==> src/rtl/ts_qos_selector.sv <==
// Four-channel MPEG-2 TS monitor and QoS selector: per-channel sync lock, presence
// timeout and saturating error counts drive a packet-aligned output switch.
//
// state     | meaning
// ST_HUNT   | searching for a sync byte
// ST_VERIFY | one sync seen, waiting for the next at the packet boundary
// ST_LOCK   | aligned; every packet boundary must carry the sync byte
module ts_qos_selector #(
    parameter int         PKT_LEN   = 188,
    parameter logic [7:0] SYNC_BYTE = 8'h47,
    parameter int         TIMEOUT   = 4096
) (
    input  logic        rclk,
    input  logic        rst,
    input  logic        valid1,
    input  logic        valid2,
    input  logic        valid3,
    input  logic        valid4,
    input  logic [7:0]  ts_data1,
    input  logic [7:0]  ts_data2,
    input  logic [7:0]  ts_data3,
    input  logic [7:0]  ts_data4,
    input  logic        mm_write_en,
    input  logic        mm_read_en,
    input  logic [7:0]  mm_addr,
    input  logic [31:0] mm_wdata,
    output logic [31:0] mm_rdata,
    output logic        clk_out,
    output logic        valid_out,
    output logic        syn_out,
    output logic [7:0]  ts_data_out
);

    localparam int IDX_W = $clog2(PKT_LEN);
    localparam int TMO_W = $clog2(TIMEOUT + 1);
    localparam logic [1:0] ST_HUNT   = 2'd0;
    localparam logic [1:0] ST_VERIFY = 2'd1;
    localparam logic [1:0] ST_LOCK   = 2'd2;
    localparam logic [31:0] CFG_RST  = {20'd50000, 8'b11100100, 2'b00, 1'b0, 1'b1};

    logic [3:0]       vld;
    logic [7:0]       dat [4];
    logic [1:0]       st_q [4], st_d [4];
    logic [IDX_W-1:0] idx_q [4], idx_d [4];
    logic [TMO_W-1:0] tmo_q [4], tmo_d [4];
    logic [7:0]       err_q [4], err_d [4];
    logic [19:0]      hcnt_q [4], hcnt_d [4];
    logic [3:0]       pres_q, pres_d;
    logic [3:0]       pos0, syn_c, sw_ok, healthy, long_h, locked;
    logic [1:0]       active_q, active_d, target, ch, best_ch, rev_ch;
    logic [2:0]       act_rank;
    logic             best_ok, rev_ok;
    logic [31:0]      cfg_q, rdata_q, rd_mux;
    logic             vo_q, so_q;
    logic [7:0]       do_q;

    logic        fb_en, man_en;
    logic [1:0]  man_ch;
    logic [7:0]  prio;
    logic [19:0] reset_timer;

    assign fb_en       = cfg_q[0];
    assign man_en      = cfg_q[1];
    assign man_ch      = cfg_q[3:2];
    assign prio        = cfg_q[11:4];
    assign reset_timer = cfg_q[31:12];

    assign vld    = {valid4, valid3, valid2, valid1};
    assign dat[0] = ts_data1;
    assign dat[1] = ts_data2;
    assign dat[2] = ts_data3;
    assign dat[3] = ts_data4;

    // idx_q holds the index of the last accepted byte, so pos0 flags the next byte as index 0.
    always_comb begin
        for (int i = 0; i < 4; i++) begin
            st_d[i]    = st_q[i];
            idx_d[i]   = idx_q[i];
            tmo_d[i]   = tmo_q[i];
            err_d[i]   = err_q[i];
            pres_d[i]  = pres_q[i];
            pos0[i]    = (idx_q[i] == IDX_W'(PKT_LEN - 1));
            locked[i]  = (st_q[i] == ST_LOCK);
            syn_c[i]   = vld[i] && (dat[i] == SYNC_BYTE) && pos0[i] && (st_q[i] != ST_HUNT);
            sw_ok[i]   = vld[i] && (dat[i] == SYNC_BYTE) && (pos0[i] || (st_q[i] == ST_HUNT));
            healthy[i] = pres_q[i] && locked[i];
            long_h[i]  = healthy[i] && (hcnt_q[i] == 20'd0);
            if (!healthy[i])
                hcnt_d[i] = reset_timer;
            else if (hcnt_q[i] != 20'd0)
                hcnt_d[i] = hcnt_q[i] - 20'd1;
            else
                hcnt_d[i] = hcnt_q[i];

            if (vld[i]) begin
                tmo_d[i]  = TMO_W'(TIMEOUT - 1);
                pres_d[i] = 1'b1;
                idx_d[i]  = pos0[i] ? '0 : idx_q[i] + 1'b1;
                case (st_q[i])
                    ST_HUNT: begin
                        if (dat[i] == SYNC_BYTE) begin
                            st_d[i]  = ST_VERIFY;
                            idx_d[i] = '0;
                        end
                    end
                    ST_VERIFY: begin
                        if (pos0[i])
                            st_d[i] = (dat[i] == SYNC_BYTE) ? ST_LOCK : ST_HUNT;
                    end
                    ST_LOCK: begin
                        if (pos0[i] && (dat[i] != SYNC_BYTE)) begin
                            st_d[i]  = ST_HUNT;
                            err_d[i] = (err_q[i] == 8'hFF) ? err_q[i] : err_q[i] + 8'd1;
                        end
                    end
                    default: st_d[i] = ST_HUNT;
                endcase
            end else if (tmo_q[i] != '0) begin
                tmo_d[i] = tmo_q[i] - 1'b1;
            end else if (pres_q[i]) begin
                pres_d[i] = 1'b0;
                st_d[i]   = ST_HUNT;
                err_d[i]  = (err_q[i] == 8'hFF) ? err_q[i] : err_q[i] + 8'd1;
            end
        end
    end

    // Scanning from lowest to highest priority lets the highest-priority match win.
    always_comb begin
        ch       = 2'd0;
        act_rank = 3'd4;
        best_ok  = 1'b0;
        best_ch  = active_q;
        rev_ok   = 1'b0;
        rev_ch   = active_q;
        for (int r = 3; r >= 0; r--) begin
            if (prio[2*r +: 2] == active_q)
                act_rank = 3'(r);
        end
        for (int r = 3; r >= 0; r--) begin
            ch = prio[2*r +: 2];
            if (healthy[ch]) begin
                best_ok = 1'b1;
                best_ch = ch;
            end
            if (long_h[ch] && (3'(r) < act_rank)) begin
                rev_ok = 1'b1;
                rev_ch = ch;
            end
        end
        target = active_q;
        if (man_en)
            target = man_ch;
        else if (!healthy[active_q]) begin
            if (best_ok)
                target = best_ch;
        end else if (fb_en && rev_ok)
            target = rev_ch;
        active_d = ((target != active_q) && sw_ok[target]) ? target : active_q;
    end

    always_comb begin
        case (mm_addr)
            8'h00:   rd_mux = cfg_q;
            8'h01:   rd_mux = {22'd0, locked, pres_q, active_q};
            8'h02:   rd_mux = {err_q[3], err_q[2], err_q[1], err_q[0]};
            default: rd_mux = 32'd0;
        endcase
    end

    always_ff @(posedge rclk) begin
        if (rst) begin
            for (int i = 0; i < 4; i++) begin
                st_q[i]   <= ST_HUNT;
                idx_q[i]  <= '0;
                tmo_q[i]  <= '0;
                err_q[i]  <= '0;
                hcnt_q[i] <= CFG_RST[31:12];
            end
            pres_q   <= '0;
            active_q <= '0;
            cfg_q    <= CFG_RST;
            rdata_q  <= '0;
            vo_q     <= 1'b0;
            so_q     <= 1'b0;
            do_q     <= '0;
        end else begin
            for (int i = 0; i < 4; i++) begin
                st_q[i]   <= st_d[i];
                idx_q[i]  <= idx_d[i];
                tmo_q[i]  <= tmo_d[i];
                err_q[i]  <= err_d[i];
                hcnt_q[i] <= hcnt_d[i];
            end
            pres_q   <= pres_d;
            active_q <= active_d;
            if (mm_write_en && (mm_addr == 8'h00))
                cfg_q <= mm_wdata;
            if (mm_read_en)
                rdata_q <= rd_mux;
            vo_q <= vld[active_d];
            so_q <= syn_c[active_d];
            do_q <= dat[active_d];
        end
    end

    assign clk_out     = rclk;
    assign mm_rdata    = rdata_q;
    assign valid_out   = vo_q;
    assign syn_out     = so_q;
    assign ts_data_out = do_q;

endmodule

==> config.mk <==
export PLATFORM = sky130hd
export DESIGN_NAME = ts_qos_selector
export DESIGN_NICKNAME = d
export VERILOG_FILES = /design/src/rtl/ts_qos_selector.sv
export SDC_FILE = /design/constraint.sdc
export NUM_CORES = 1
export LEC_CHECK = 0
export CAP_MARGIN = 30
export CORE_ASPECT_RATIO = 1.4
export CORE_UTILIZATION = 49
export DETAILED_ROUTE_END_ITERATION = 6
export PLACE_DENSITY = 0.68
export SYNTH_ARGS = -nofsm -noshare
export SYNTH_HDL_FRONTEND = slang
export SYNTH_SLANG_ARGS = --single-unit
==> constraint.sdc <==
create_clock -name rclk -period 5.4 [get_ports rclk]
set_input_delay 0.54 -clock rclk [delete_from_list [all_inputs] [get_ports rclk]]
set_output_delay 0.54 -clock rclk [all_outputs]
set_load 0.1 [all_outputs]
Word level (Yosys, flattened, before mapping)
Memories as Yosys holds them, arrays and structs flattened.
Cells that the tools add are included.
{ "word_totals": {"register_bits": 80, "mem_bits_rw": 204, "mem_count": 5, "word_cells": 331, "out_inout_bits": 43} }
{ "op_classes": {"muxes": 172, "order_cmp": 12, "bitwise": 21, "n_reduce_logical": 60, "eq_ne": 35, "n_addsub": 16} }
{ "mem_list": {"columns": ["memory", "depth", "width", "read_ports", "rd_clocked_by_memory_dff", "write_ports", "line_no", "rtl"], "rows": [
  ["hcnt_q", 4, 20, 4, 0, 4, "47", "logic [19:0] hcnt_q [4], hcnt_d [4];"],
  ["tmo_q", 4, 13, 4, 0, 4, "45", "logic [TMO_W-1:0] tmo_q [4], tmo_d [4];"],
  ["err_q", 4, 8, 4, 0, 4, "46", "logic [7:0] err_q [4], err_d [4];"],
  ["idx_q", 4, 8, 4, 0, 4, "44", "logic [IDX_W-1:0] idx_q [4], idx_d [4];"],
  ["st_q", 4, 2, 4, 0, 4, "43", "logic [1:0] st_q [4], st_d [4];"]
]} }
{ "ops": {"columns": ["op", "n"], "rows": [
  ["2-to-1 mux 8 bit", 50],
  ["2-to-1 mux 20 bit", 12],
  ["2-to-1 mux 13 bit", 12],
  ["one-hot mux 32 bit (3 select lines)", 1],
  ["2-to-1 mux 2 bit", 45],
  ["zero test 20 bit", 4],
  ["nonzero test 20 bit", 4],
  ["subtractor 20 x 1 -> 20 bit, second input constant", 4],
  ["adder 8 x 1 -> 8 bit, second input constant", 8],
  ["equality test 8 bit, second input constant", 8],
  ["nonzero test 13 bit", 4],
  ["subtractor 13 x 1 -> 13 bit, second input constant", 4],
  ["logical AND 1 bit", 35],
  ["equality test 8 x 7 -> 1 bit, second input constant", 4],
  ["!= test 8 x 7 -> 1 bit, second input constant", 4],
  ["2-to-1 mux 1 bit", 31],
  ["binary-select mux 1 bit (select 2 bit)", 12],
  ["one-hot mux 2 bit (3 select lines)", 4],
  ["less-than comparator 2 x 3 -> 1 bit, second input constant", 7],
  ["OR 1 bit", 20],
  ["binary-select mux 8 bit (select 2 bit)", 1],
  ["2-to-1 mux 3 bit", 4],
  ["equality test 2 x 1 -> 1 bit, second input constant", 4],
  ["equality test 2 bit", 4],
  ["13 further kinds", 30]
]} }

Longest topological paths before layout
Gate-level depths: netlist (run 1).
{ "logic_depth": {"depth_word": 23, "mapped_depth": 16} }

==> metrics.txt, run 1 <==
first-pass GRT wire length 66.56 mm; top cell type's share of synthesized area 38.01%; GRT Util Overall 26.55%; worst hold margin 0.3919 ns; Post-Syn Nets 1,959; MaxCap Viol Count 0; relative slew slack 31.56%; DRT Pass-1 Iters 5; VDD IR max 0.0002641 V; Setup crit end kind output port; Synth Register Bits 284; Setup Viol. Count Final 0; Die X 149.7 um; Nets 2,023; io pins 123; Placer Congestion 0.9314; Startpoint Class clock port; Routed Antenna Nets 0; area growth from synthesis to layout 16.12%; core area 30,030 um^2; Synth warnings 0; Vias/cell 5.855; GRT overflow 0; input/output buffers 122; Synth area leaders dfxtp_1 (38%), nor2_1 (6.3%), a21oi_1 (5.0%), nand2_1 (4.6%), xnor2_1 (4.3%); hold path cells 3; worst-path fanout max 2; async set or reset register ratio after synthesis 0%; Final Hold Vio Count 0; Worst Skew 0.03578 ns; DR DRC count 0; CTS Hold Buffers Added 0; Synth area leader dfxtp_1; Post-synth EDFFs 0; Fin Setup TNS 0 ns; synthesized cell area 14,960 um^2; postcts setup bufs 0; final wirelength 41.61 mm; max-slew violation count 0; syn_area_per_cell 8.047 um^2; post-CTS sizing 0; grt peak-use layer met2; Detailed Route Iter0 Violations 791; Critical Path RT 4.86 ns; met3 Usage GRT 3.537%; most common cell after layout, fill and taps aside dfxtp_1; fill count 2,810; Worst R2R Path Depth 15; Top FF cell, synth dfxtp_1; Final WS setup 0.9634 ns; vias in the first global route 13,060; synthesized instance count 1,859; Seq/Total Area, Yosys 38.01%; Clock Latency Late Sink 0.70 ns; post-synth cell types 79; Final Util 57.85%; Arr. time, crit path 3.90 ns; row cnt 75; Slew @ Worst Pin 1.017 ns; most frequent cells in the layout dfxtp_1 (284), nor2_1 (251), nand2_1 (185), a21oi_1 (148), clkdlybuf4s50_1 (120); met2 Use GR 47.01%; clk slew on worst S/H paths 0.07 ns; hpwl dp 29.14 mm; Starting Density 49.82%; class of the worst hold path input port to flip-flop; met1 Usage GRT 31.32%; pin count of the biggest net entering global routing 131; die height 208.7 um; RSZ-0062 raised after global routing false; vias 13,640; Lkg Pwr 6.142 nW; worst slack, placed 1.204 ns; initial antenna violation count 0; ant diodes 0; outcome finished clean; share of layout cells above drive strength 1 6.427%; routed length per instance 17.86 um; Setup CP Type clock port to output port; cell area power density 264.6 nW/um^2; CTS tree built; Die Area 31,240 um^2
-- per-layer routing --
layer / wire, um / vias to the layer above
li1: - / 6706
met1: 16910 / 6470
met2: 20900 / 370
met3: 2085 / 95
met4: 1714 / 0
met5: 0 / -
-- state kept, by name (all words and copies together) (netlist names) --
signal and count:
active_q 2, cfg_q 32, err_q 32, hcnt_q 80
idx_q 32, mm_rdata 32, pres_q 4, st_q 8
syn_out 1, tmo_q 52, ts_data_out 8, valid_out 1
-- power breakdown --
part           internal, mW  total (mW)  switching (mW)
logic                 0.146       0.323           0.177
clock network          1.19        2.09           0.908
registers              2.14        2.18          0.0407
total                  3.47        4.60            1.13
-- synthesized netlist by cell type (all sizes together) (10+ instances only) --
master	count
a21o	15
dfxtp	284
nand4	39
nand3	63
or4	19
xnor2	74
nor2b	16
a211oi	30
a31oi	11
nand2	185
xor2	50
inv	40
mux2	22
ha	20
nor2	251
and3	13
mux2i	43
o22ai	17
nand3b	22
nor3	57
nand2b	62
nand4b	10
buf	17
o21ai	72
clkbuf	95
nor4	36
a21oi	149
or3	16
-- cell type report --
| cell class | instances | area, um^2 | area share [%] |
|---|---|---|---|
| repair buffers | 142 | 1405 | 8.089 |
| well taps | 385 | 481.7 | 2.773 |
| multi-input cells | 1422 | 8673 | 49.93 |
| clock inverters | 7 | 71.32 | 0.4106 |
| inverters | 41 | 153.9 | 0.8860 |
| clock buffers | 49 | 899.6 | 5.179 |
| flip-flops and latches | 284 | 5685 | 32.73 |
-- stage by stage --
stage          instances  total power, mW  area (um^2)
2_1_floorplan       1859            2.492        14960
3_3_place_gp        2273            2.611        16370
3_5_place_dp        2274            2.618        16380
5_1_grt             2330            4.762        17370
6_report            2330            4.597        17370
4_1_cts             2329            4.637        17340
-- final timing paths --
check / start / end / slack (ns)
max reg2reg: hcnt_q[2][0]$_SDFFE_PP0P_ / syn_out$_SDFF_PP0_ / 1.18
min: mm_wdata[25] / cfg_q[25]$_SDFFE_PP0P_ / 0.39
max: rclk / clk_out / 0.96
min reg2reg: mm_rdata[23]$_SDFFE_PP0P_ / mm_rdata[23]$_SDFFE_PP0P_ / 0.47
-- critical path, stage by stage --
cell and delay, ns:
clkbuf_16 0.12, clkbuf_16 0.13, clkdlybuf4s50_1 0.95
-- logic make-up (layout without fill, tap and decap cells) --
family,Yosys count,count (layout),synth area share [%]
flops,284,284,38.01
simple gates,833,833,27.78
buf+inv,153,239,4.056
compound gates,378,378,16.39
mux,67,67,4.834
xor+xnor,124,124,7.260
fa+ha+maj,20,20,1.673
No activity file was read; power rests on OpenSTA's default activity.
==> inputs of run 2 (changes only) <==
--- a/config.mk
+++ b/config.mk
@@ -9,7 +9,7 @@
 export CORE_ASPECT_RATIO = 1.4
 export CORE_UTILIZATION = 49
 export DETAILED_ROUTE_END_ITERATION = 6
-export PLACE_DENSITY = 0.68
+export PLACE_DENSITY = 0.71
 export SYNTH_ARGS = -nofsm -noshare
 export SYNTH_HDL_FRONTEND = slang
 export SYNTH_SLANG_ARGS = --single-unit
==> constraint.sdc (replaced) <==
create_clock -name rclk -period 4 [get_ports rclk]
set_input_delay 0.4 -clock rclk [delete_from_list [all_inputs] [get_ports rclk]]
set_output_delay 0.4 -clock rclk [all_outputs]
set_load 0.1 [all_outputs]
==> run 2 against run 1 <==
  * Total power grew 44%
  * Highest routed layer unchanged
  * Core utilization grew 1.3 points
  * Count of clock-buffer cells in the layout shrank 2
  * Die area is the same
  * Hold slack lost 0.21 ns
  * Final cell count grew 1.4%
  * Combinational power grew 35%
  * Via count grew 1.0%
  * Design area grew 2.3%
  * Worst setup slack lost 0.77 ns
  * Sequential share of layout area shrank 0.73 points
  * Register-to-register slack lost 0.99 ns
==> metrics.txt, run 2 (synthesis gave the netlist of run 1 again) <==
DRT Pass-1 Iters 5; min cycle time layout 3.808 ns; VDD IR max 0.0002619 V; worst slack, placed 0.1562 ns; CTS Hold Buffers Added 0; die height 208.7 um; Critical Path RT 4.60 ns; routed length per instance 17.68 um; GRT overflow 0; sequential share of power 44.5%; RSZ-0062 raised after global routing false; cell area power density 372.4 nW/um^2; Internal 5.045 mW; Setup crit end kind flip-flop; Vias/cell 5.834; Startpoint Class flip-flop; Die Area 31,240 um^2; most common cell after layout, fill and taps aside dfxtp_1; Max Fclk 0.2626 GHz; io pins 123; vias in the first global route 13,360; fill count 2,702; most frequent cells in the layout dfxtp_1 (284), nor2_1 (251), nand2_1 (185), a21oi_1 (148), clkdlybuf4s50_1 (120); final wirelength 41.77 mm; Clock Latency Late Sink 0.68 ns; Final Hold Vio Count 0; Detailed Route Iter0 Violations 739; sw power 1.570 mW; hpwl dp 29.42 mm; registers with the most flip-flops hcnt_q x80, tmo_q x52; outcome finished clean; pin count of the biggest net entering global routing 78; Fin Setup TNS 0 ns; class of the worst hold path input port to flip-flop; Tot Pwr 6.615 mW; Comb power frac 6.6%; Starting Density 49.82%; Slew @ Worst Pin 1.001 ns; share of power burned in the clock network 48.9%; relative slew slack 33.03%; Largest Register hcnt_q; Lkg Pwr 6.377 nW; share of layout cells above drive strength 1 8.498%; Setup Viol. Count Final 0; input/output buffers 122; Arr. time, crit path 4.40 ns; Worst Skew 0.01030 ns; Sequential Area 5685 um^2; row cnt 75; GRT Util Overall 26.57%; clk slew on worst S/H paths 0.06 ns; MaxCap Viol Count 0; first-pass GRT wire length 66.94 mm; Routed Antenna Nets 0; worst-path fanout max 21; core area 30,030 um^2; multi-input logic area 8690 um^2; max reg flops 80; Setup CP Type flip-flop to flip-flop; Placer Congestion 0.9528; DR DRC count 0; Nets 2,053; CTS tree built; area growth from synthesis to layout 18.76%; r2r setup slk 0.19 ns; initial antenna violation count 0; max-slew violation count 0; Final WS setup 0.1922 ns; sw frac 23.73%; ant diodes 0; vias 13,780; fin crit share 95.20%; Die X 149.7 um
[run 2: cell count changes in the layout (fill, tap and decap cells not counted), moves of 3 or more]
cell / previous run / this run
clkbuf_8: 5 / 8
buf_4: 18 / 47
clkbuf_16: 31 / 34
clkbuf_1: 12 / 4
bufinv_16: 1 / 4
clkinv_2: 5 / 8
[run 2: final timing paths]
path	depth (start not counted)	from	to
setup reg to reg	13	hcnt_q[0][3]$_SDFFE_PP0P_	syn_out$_SDFF_PP0_
hold reg to reg	2	mm_rdata[12]$_SDFFE_PP0P_	mm_rdata[12]$_SDFFE_PP0P_
hold / removal	2	rst	tmo_q[0][11]$_SDFFE_PP0P_
setup / recovery	13	hcnt_q[0][3]$_SDFFE_PP0P_	syn_out$_SDFF_PP0_
[run 2: metrics by stage]
stage,std cells,instance area [um^2],hold WS [ns],util (%)
2_1_floorplan,1859,14960,0.4436,-
3_3_place_gp,2301,16590,0.4575,55.25
3_5_place_dp,2301,16590,0.4627,55.25
4_1_cts,2360,17730,0.1702,59.06
5_1_grt,2362,17770,0.2038,59.16
6_report,2362,17770,0.1839,59.16
[run 2: layout make-up]
class	instances	area share (%)
clock inverter	13	0.9508
sequential	284	32.00
clock buffer	47	5.550
inverter	41	0.8663
multi-input combinational	1422	48.91
timing repair buffer	170	9.008
tap	385	2.711
[run 2: timing repair]
item,4_1_cts,5_1_grt
endpoints found under the setup margin,0,10
resized for setup,0,4
setup buffers,0,2
[run 2: layer usage]
metal  up-vias  routed length, um  track usage [%]
li1       6767                  -                -
met1      6525              16880            30.66
met2       373              21060            47.40
met3       115               2104            3.559
met4         0               1729            13.20
met5         -                  0                0
[run 2: power groups by stage]
stage          combinational (mW)  clock (mW)  sequential, mW
2_1_floorplan               0.243      0.0944            3.03
3_3_place_gp                0.428      0.0981            3.00
3_5_place_dp                0.436      0.0981            3.00
4_1_cts                     0.438        3.29            2.94
5_1_grt                     0.476        3.41            2.95
6_report                    0.437        3.23            2.94
[run 2: critical path, stage by stage (launching register included)]
cell and delay (ns):
dfxtp_1 0.36, nor4_1 0.49, nand4_1 0.36, or3_1 0.48, o22a_1 0.20, and2_4 0.16
a31o_4 0.25, a2bb2oi_4 0.20, nand4_2 0.15, a21oi_2 0.18, a2bb2oi_2 0.20, buf_12 0.21
mux2_2 0.35, o22ai_1 0.13
